<file path="src/rtl/rom_arbiter_pkg.sv">
// Purpose: shared constants and helpers for the ROM arbiter slice.
// Latency: n/a (package only).
// Backpressure: n/a (package only).
package rom_arbiter_pkg;

  // Read latency of the external synchronous ROM, in cycles.
  localparam int ROM_LATENCY = 1;

  // Ceiling log2 for elaboration-time sizing.
  function automatic int clog2(input int n);
    int w;
    w = 0;
    for (int i = 0; i < 31; i++) begin
      if ((1 << i) < n) w = i + 1;
    end
    return w;
  endfunction

  // Width of a requester index / priority pointer (at least one bit).
  function automatic int ptr_width(input int n);
    return (n < 2) ? 1 : clog2(n);
  endfunction

endpackage

</file>
<file path="src/rtl/rr_arbiter.sv">
// Purpose: combinational round-robin pick starting at ptr, plus the next pointer value.
// Latency: zero cycles (pure combinational).
// Backpressure: none; the caller decides whether the grant is taken.
//
// Ports:
//   valid     - request vector
//   ptr       - highest-priority index this cycle
//   grant     - one-hot grant (all zero when nothing is valid)
//   grant_idx - binary index of the grant
//   granted   - any grant this cycle
//   next_ptr  - grant_idx + 1, wrapping at NUM_REQ-1
module rr_arbiter
  import rom_arbiter_pkg::*;
#(
  parameter int NUM_REQ = 4,
  localparam int PTR_W = ptr_width(NUM_REQ)
) (
  input  logic [NUM_REQ-1:0] valid,
  input  logic [PTR_W-1:0]   ptr,
  output logic [NUM_REQ-1:0] grant,
  output logic [PTR_W-1:0]   grant_idx,
  output logic               granted,
  output logic [PTR_W-1:0]   next_ptr
);

  // Scan NUM_REQ positions starting at ptr; the first valid one wins.
  always_comb begin
    grant     = '0;
    grant_idx = '0;
    granted   = 1'b0;
    for (int k = 0; k < NUM_REQ; k++) begin
      int j;
      j = int'(ptr) + k;
      if (j >= NUM_REQ) j = j - NUM_REQ;
      if (!granted && valid[j]) begin
        granted   = 1'b1;
        grant[j]  = 1'b1;
        grant_idx = PTR_W'(j);
      end
    end
  end

  assign next_ptr = (grant_idx == PTR_W'(NUM_REQ - 1)) ? '0 : grant_idx + 1'b1;

endmodule

</file>
<file path="src/rtl/rom_arbiter.sv">
// Purpose: round-robin sharing of one synchronous ROM read port among NUM_REQ requesters.
// Latency: accept at edge T, rsp_valid/rsp_data present for the cycle after edge T+1.
// Backpressure: req_ready is a combinational one-hot grant; responses cannot be stalled.
//
// Ports:
//   clk, rst_n - clock, async active-low reset
//   req_valid  - per-requester read request
//   req_addr   - packed addresses, requester i at [i*ADDR_WIDTH +: ADDR_WIDTH]
//   req_ready  - one-hot grant
//   rom_addr   - address to the external ROM (0 when nothing is granted)
//   rom_q      - ROM data, one cycle after rom_addr is sampled
//   rsp_valid  - one-hot single-cycle response owner
//   rsp_data   - shared response data, held between responses
module rom_arbiter
  import rom_arbiter_pkg::*;
#(
  parameter int ADDR_WIDTH = 8,
  parameter int DATA_WIDTH = 32,
  parameter int NUM_REQ    = 4
) (
  input  logic                          clk,
  input  logic                          rst_n,
  input  logic [NUM_REQ-1:0]            req_valid,
  input  logic [NUM_REQ*ADDR_WIDTH-1:0] req_addr,
  output logic [NUM_REQ-1:0]            req_ready,
  output logic [ADDR_WIDTH-1:0]         rom_addr,
  input  logic [DATA_WIDTH-1:0]         rom_q,
  output logic [NUM_REQ-1:0]            rsp_valid,
  output logic [DATA_WIDTH-1:0]         rsp_data
);

  localparam int PTR_W = ptr_width(NUM_REQ);

  logic [PTR_W-1:0]   ptr_q;
  logic [NUM_REQ-1:0] arb_grant;
  logic [PTR_W-1:0]   arb_idx;
  logic               arb_granted;
  logic [PTR_W-1:0]   arb_next_ptr;
  logic               accept;

  // Tag stages: one per ROM latency cycle, then the response stage.
  logic               lat_vld [ROM_LATENCY];
  logic [PTR_W-1:0]   lat_idx [ROM_LATENCY];
  logic               rsp_vld_q;
  logic [PTR_W-1:0]   rsp_idx_q;

  rr_arbiter #(
    .NUM_REQ (NUM_REQ)
  ) u_rr (
    .valid     (req_valid),
    .ptr       (ptr_q),
    .grant     (arb_grant),
    .grant_idx (arb_idx),
    .granted   (arb_granted),
    .next_ptr  (arb_next_ptr)
  );

  // Grants are suppressed while reset is asserted so nothing looks accepted.
  assign req_ready = rst_n ? arb_grant : '0;
  assign accept    = rst_n & arb_granted;

  always_comb begin
    rom_addr = '0;
    for (int i = 0; i < NUM_REQ; i++) begin
      if (rst_n && arb_grant[i]) rom_addr = req_addr[i*ADDR_WIDTH +: ADDR_WIDTH];
    end
  end

  always_ff @(posedge clk or negedge rst_n) begin
    if (!rst_n) begin
      ptr_q     <= '0;
      for (int s = 0; s < ROM_LATENCY; s++) begin
        lat_vld[s] <= 1'b0;
        lat_idx[s] <= '0;
      end
      rsp_vld_q <= 1'b0;
      rsp_idx_q <= '0;
      rsp_data  <= '0;
    end else begin
      if (accept) ptr_q <= arb_next_ptr;
      lat_vld[0] <= accept;
      lat_idx[0] <= arb_idx;
      for (int s = 1; s < ROM_LATENCY; s++) begin
        lat_vld[s] <= lat_vld[s-1];
        lat_idx[s] <= lat_idx[s-1];
      end
      rsp_vld_q <= lat_vld[ROM_LATENCY-1];
      rsp_idx_q <= lat_idx[ROM_LATENCY-1];
      // Capture only for a real read so rsp_data holds between responses.
      if (lat_vld[ROM_LATENCY-1]) rsp_data <= rom_q;
    end
  end

  always_comb begin
    rsp_valid = '0;
    if (rsp_vld_q) rsp_valid[rsp_idx_q] = 1'b1;
  end

endmodule

</file>
<file path="config.mk">
export PLATFORM = sky130hd
export DESIGN_NAME = rom_arbiter
export DESIGN_NICKNAME = d
export VERILOG_FILES = /design/src/rtl/rom_arbiter_pkg.sv /design/src/rtl/rr_arbiter.sv /design/src/rtl/rom_arbiter.sv
export SDC_FILE = /design/constraint.sdc
export NUM_CORES = 1
export LEC_CHECK = 0
export CORE_MARGIN = 2
export CORE_UTILIZATION = 40
export DETAILED_ROUTE_END_ITERATION = 12
export DONT_BUFFER_PORTS = 1
export HOLD_SLACK_MARGIN = 0.12
export PLACE_DENSITY = 0.63
export SYNTH_ARGS = -nofsm -noshare
export SYNTH_HDL_FRONTEND = slang
export SYNTH_SLANG_ARGS = --single-unit
</file>
<file path="constraint.sdc">
create_clock -name clk -period 5.5 [get_ports clk]
set_clock_uncertainty 0.15 [all_clocks]
set_input_delay 0 -clock clk [delete_from_list [all_inputs] [get_ports clk]]
set_output_delay 0 -clock clk [all_outputs]
set_load 0.01 [all_outputs]
</file>
# Word level (Yosys, flattened, before mapping)
# Cells that the tools add are included.
# Widths: inputs -> output; s select.
[classes]
addsub = 8
n_mul = 0
div_mod_pow = 0
magnitude_cmp = 14
eq_ne = 1
shifts = 0
mux = 45
bitwise_logic = 4
n_reduce_logical = 15
[ops]
columns = ["op", "n"]
rows = [
  ["$ge 32x1->1 const B", 4],
  ["$lt 32x4->1 const B", 4],
  ["$mux 32", 4],
  ["$ge 32x4->1 const B", 3],
  ["$sub 32x4->32 const B", 3],
  ["$mux 8", 4],
  ["$mux 4", 6],
  ["$mux 1", 17],
  ["$logic_and 1x1->1", 12],
  ["$or 4x4->4", 3],
  ["$demux 1 s2", 5],
  ["$mux 2", 5],
  ["$bmux 1 s2", 4],
  ["$add 2x2->3 const B", 2],
  ["$sub 2x3->4 const B", 1],
  ["$add 2x1->3 const B", 1],
  ["$ge 2x3->1 const B", 1],
  ["$logic_not 1->1", 3],
  ["$lt 2x3->1 const B", 1],
  ["$add 2x1->2 const B", 1],
  ["$eq 2x2->1 const B", 1],
  ["$ge 2x1->1 const B", 1],
  ["$and 1x1->1", 1],
]
[totals]
ff_bits = 40
latch_bits = 0
mem_bits_rw = 0
mem_bits_ro = 0
input_bits = 70
output_inout_bits = 48
elab_cells = 93
mem_count = 0

# Longest topological paths before layout
[logic_depth]
depth_word = 20
mapped_depth = 13
depth_no_buf = 9

# Cells and area by module
# Synthesis repeated with hierarchy kept, for this count alone.
[hier_totals]
cells_unflattened = 177
area_unflattened_um2 = 2366.0
[by_module_without_submodules]
columns = ["module", "n_inst", "cells_each", "area_per_inst_um2", "seq_area_each_um2"]
rows = [
  ["rom_arbiter", 1, 128, 1910.6, 1001.0],
  ["rr_arbiter", 1, 49, 455.4, 0.0],
]

# Worst setup path before layout
# Ideal clock, no wire load.
[synth_path]
path_kind = "register to output"
startpoint = "reg with a tool-made name"
endpoint = "out rom_addr[0]"
t_arrival_ps = 2990
required_time_ps = 5350
path_slack_ps = 2360
path_stages_with_launch = 13
path_buffers = 4
cell_sequence = "dfrtp_1 buf_2 clkbuf_1 inv_1 ha_1 buf_2 nand2_1 or4_1 buf_2 a31oi_1 o31ai_1 o311a_1 o21ai_1"
[synth_lines]
columns = ["element", "line", "text"]
rows = [
  ["end, declared", "rom_arbiter.sv:26", "output logic [ADDR_WIDTH-1:0] rom_addr,"],
]

==> summary.txt <==
Run status
  • Outcome: complete, no violations

Power
  • Pwr/cell area: 443.1 nW/µm²
  • Lkg Pwr: 1.351 nW
  • Sw frac: 0.4099
  • Combinational Power Share: 0.532
  • Clk pwr share: 0.171
  • NetSw: 0.5766 mW
  • P_int: 0.8300 mW
  • Final Total Pwr: 1.407 mW
  • Max IR drop VDD: 0.2629 mV
  • Power share of the sequential group: 0.298

Critical path
  • Crit-path slowest cell: a311oi_2
  • Worst setup EP type: primary output
  • Critical Path AT: 4.53 ns
  • Critical Path RT: 5.35 ns
  • Critical Path, Cell by Cell: inv_1 > ha_1 > nor3_1 > o21ai_0 > nand3_1 > a311oi_2 > o311a_1 > o21ai_1 > dlygate4sd3_1
  • Crit-path max cell delay: 0.95 ns
  • Setup crit start kind: flop
  • Setup CP Type: reg2out
  • Worst Path Max Fanout: 21

STA
  • Rel. slew slack: 0.1356
  • Fin. Hold Viols: 0
  • Worst Tran Pin Value: 1.283 ns
  • Final setup viols: 0
  • Post-layout min period: 4.678 ns
  • Fin Setup TNS: 0 ns
  • Fin crit share: 0.8505
  • RSZ-0062 raised after global routing: false
  • F_max: 0.2138 GHz
  • Final WS setup: 0.8223 ns
  • Fin. max-slew vios: 0

Clocking
  • Post-CTS Setup Bufs: 0
  • Clk_lat worst skew: 0.29 ns
  • TritonCTS clock tree: built
  • H-Tree Depth: 2
  • CTS clk-pin slew, worst paths: 0.08 ns
  • Clock Tree Root: clkbuf_8
  • Max Root-Sink Buffers: 2
  • Clock Sinks: 40
  • Total CTS buffers: 5

Global routing
  • Initial antenna violation count: 0
  • Total grt overflow: 0
  • Number of global-route vias before repair: 1901
  • Largest net degree at the start of global routing: 41
  • First-pass GRT wire length: 9073 µm
  • Global Route Usage Sum: 0.1766

Synth
  • Mapped cell area: 2460 µm²
  • Synthesized Nets: 324
  • Synth Area in Adders: 0.02035
  • Yosys reg bits: 40
  • Mean Syn Cell Area: 9.839 µm²
  • Distinct cells, synth: 43
  • Simple-gate area share of the yosys netlist: 0.1160
  • Seq/Total Area, Yosys: 0.4069
  • Main combinational cell family by area after synthesis: multiplexers
  • Synth warn: 0
  • Compound-cell area share of the yosys netlist: 0.1811
  • Cells after synthesis: 250
  • XOR/XNOR Fraction of Synth Area: 0.003561
  • Mux cell area share after synthesis: 0.1958

Floorplan
  • I/O Pins: 118
  • Starting Density: 0.4155
  • Die Ht: 82.42 µm
  • Die area: 6793 µm²
  • Rows: 28
  • Die Wd: 82.42 µm
  • Core Box Area: 5921 µm²

Job
  • Max-cap violation count: 0

Placement
  • Gpl congestion: 0.8152
  • Cell count after placement: 306
  • Place WS: 1.672 ns
  • Post-DP HPWL: 3628 µm
  • IO Port Bufs: 0

Detailed routing
  • Final ANT Viol Nets: 0
  • DRC violations left: 0
  • First drt pass iteration count: 4
  • WL/cell: 16.78 µm
  • Via count: 2057
  • Vias per std cell: 5.515
  • Drt total wl: 6259 µm
  • Initial DRC count: 55

Layout
  • Fill count: 497
  • Antenna diodes: 0
  • Area grow syn2layout: 29.04%
  • Ratio of cells with drive above 1 in the final layout: 0.1611
  • Final net count: 371
  • Final core utilization: 0.5361
  • Non-Filler Instances: 373

Worst hold path
  • Hold Path Class: in2async
-- Yosys cell counts --
cell        n  area (µm²)
a2111oi_0   1       8.760
or3_1       1       6.260
mux2i_1     5       50.05
buf_6       4       45.04
o21ai_0    11       55.05
buf_1       3       11.26
ha_1        4       50.05
dfrtp_1    40        1001
o31ai_1     2       15.01
o311a_1     8       80.08
inv_1      19       71.32
a21oi_1    13       65.06
o21bai_1    1       7.510
buf_2       6       30.03
a31oi_1     2       12.51
and3b_1     2       17.52
a311oi_2    1       15.01
a21o_1      1       7.510
nor2_1     13       48.80
o31ai_2     1       12.51
clkinv_1    1       3.750
o21ai_1    10       50.05
nand3_1     2       10.01
clkbuf_1    7       26.28
or2_2       1       6.260
nor3b_1     2       15.01
or4_1       1       7.510
xnor2_1     1       8.760
nand3b_1    2       15.01
nand2b_1    3       18.77
and3_1      2       12.51
mux2_2     32       360.4
a22oi_1     1       7.510
mux4_2      2       45.04
mux4_1      1       26.28
and2_1      4       25.02
nand2_1    26       97.59
o31a_1      1       8.760
a22o_1      1       8.760
o22ai_1     2       12.51
a311oi_1    8       70.07
nor3_1      1       5.000
a211o_1     1       8.760
-- final timing paths --
check,start,end,slack (ns),depth (start not counted)
worst max-delay path,flop,rom_addr[7],0.82,9
worst min-delay path,rst_n,rsp_data[10],0.13,3
worst max register to register,flop,lat_idx[1],2.14,6
worst min register to register,lat_idx[0],rsp_idx_q[0],0.21,0
max in group asynchronous,rst_n,rsp_data[19],4.86,3
min in group clk,rst_n,req_ready[3],0.18,2
-- power groups by stage --
stage	sequential [mW]	clock (mW)	combinational [mW]
after floorplan	0.388	0	0.586
after global placement	0.422	0	0.595
after detailed placement	0.425	0	0.608
after CTS	0.419	0.250	0.738
after global routing	0.429	0.264	0.822
final	0.419	0.240	0.748
-- area by class of cell --
cell class	count	area [µm²]	share of cell area
multi-input cells	170	1271	0.4005
flip-flops and latches	40	1001	0.3153
repair buffers	60	618.1	0.1947
well taps	75	93.84	0.02956
inverters	20	75.07	0.02365
clock buffers	5	68.82	0.02168
clock inverters	3	46.29	0.01458
-- cells in the final DEF (no fill, tap or decap), types with 3 or more instances in the layout --
cell type	count
a21oi_1	13
a311oi_1	8
and2_1	4
clkbuf_8	5
dfrtp_1	40
dlygate4sd3_1	57
ha_1	4
inv_1	19
mux2_2	32
mux2i_1	5
nand2_1	26
nand2b_1	3
nor2_1	13
o21ai_0	11
o21ai_1	10
o311a_1	8
-- critical path, delay by kind of cell (launching register included) --
kind                     cells  cell delay [ns]
AO/OA/AOI/OAI                4             1.83
buffers and inverters        2             0.81
flip-flops                   1             0.74
adder cells (fa/ha/maj)      1             0.54
AND/OR/NAND/NOR              2             0.32
-- layer usage --
| layer | part of all wire | up-vias | global-route usage | wire length [µm] |
|---|---|---|---|---|
| li1 | - | 985 | - | - |
| met2 | 0.50 | 94 | 0.3081 | 3159 |
| met4 | 0.018 | 0 | 0.07333 | 112 |
| met5 | 0 | - | 0 | 0 |
| met1 | 0.40 | 968 | 0.2151 | 2504 |
| met3 | 0.077 | 10 | 0.02826 | 483 |
-- metrics by stage --
stage / hold WS [ns] / instance area (µm²)
after floorplan: -0.4456 / 2460
after global placement: -0.4445 / 2449
after detailed placement: -0.4446 / 2449
after CTS: 0.1247 / 3164
after global routing: 0.1444 / 3174
final: 0.1295 / 3174
-- registers in the layout (all words and copies together), names as in the netlist, named ones only --
name,cells
rsp_idx_q,2
rsp_data,32
rsp_vld_q,1
ptr_q,1
lat_idx,2
lat_vld,1
-- cell families (layout without fill, tap and decap cells) --
kind of cell | after synthesis | in the layout
AOI/OAI and AO/OA | 65 | 65
xor gates and xnor gates | 1 | 1
adders and majority gates | 4 | 4
buffers and inverters | 40 | 88
DFF | 40 | 40
muxes | 40 | 40
and+or+nand+nor | 60 | 60
-- what timing repair did --
item | in CTS | in global routing
resized for setup | 0 | 0
hold endpoints to repair | 86 | 1
hold buffers | 58 | 1
Power figures use the tool's default switching activity.
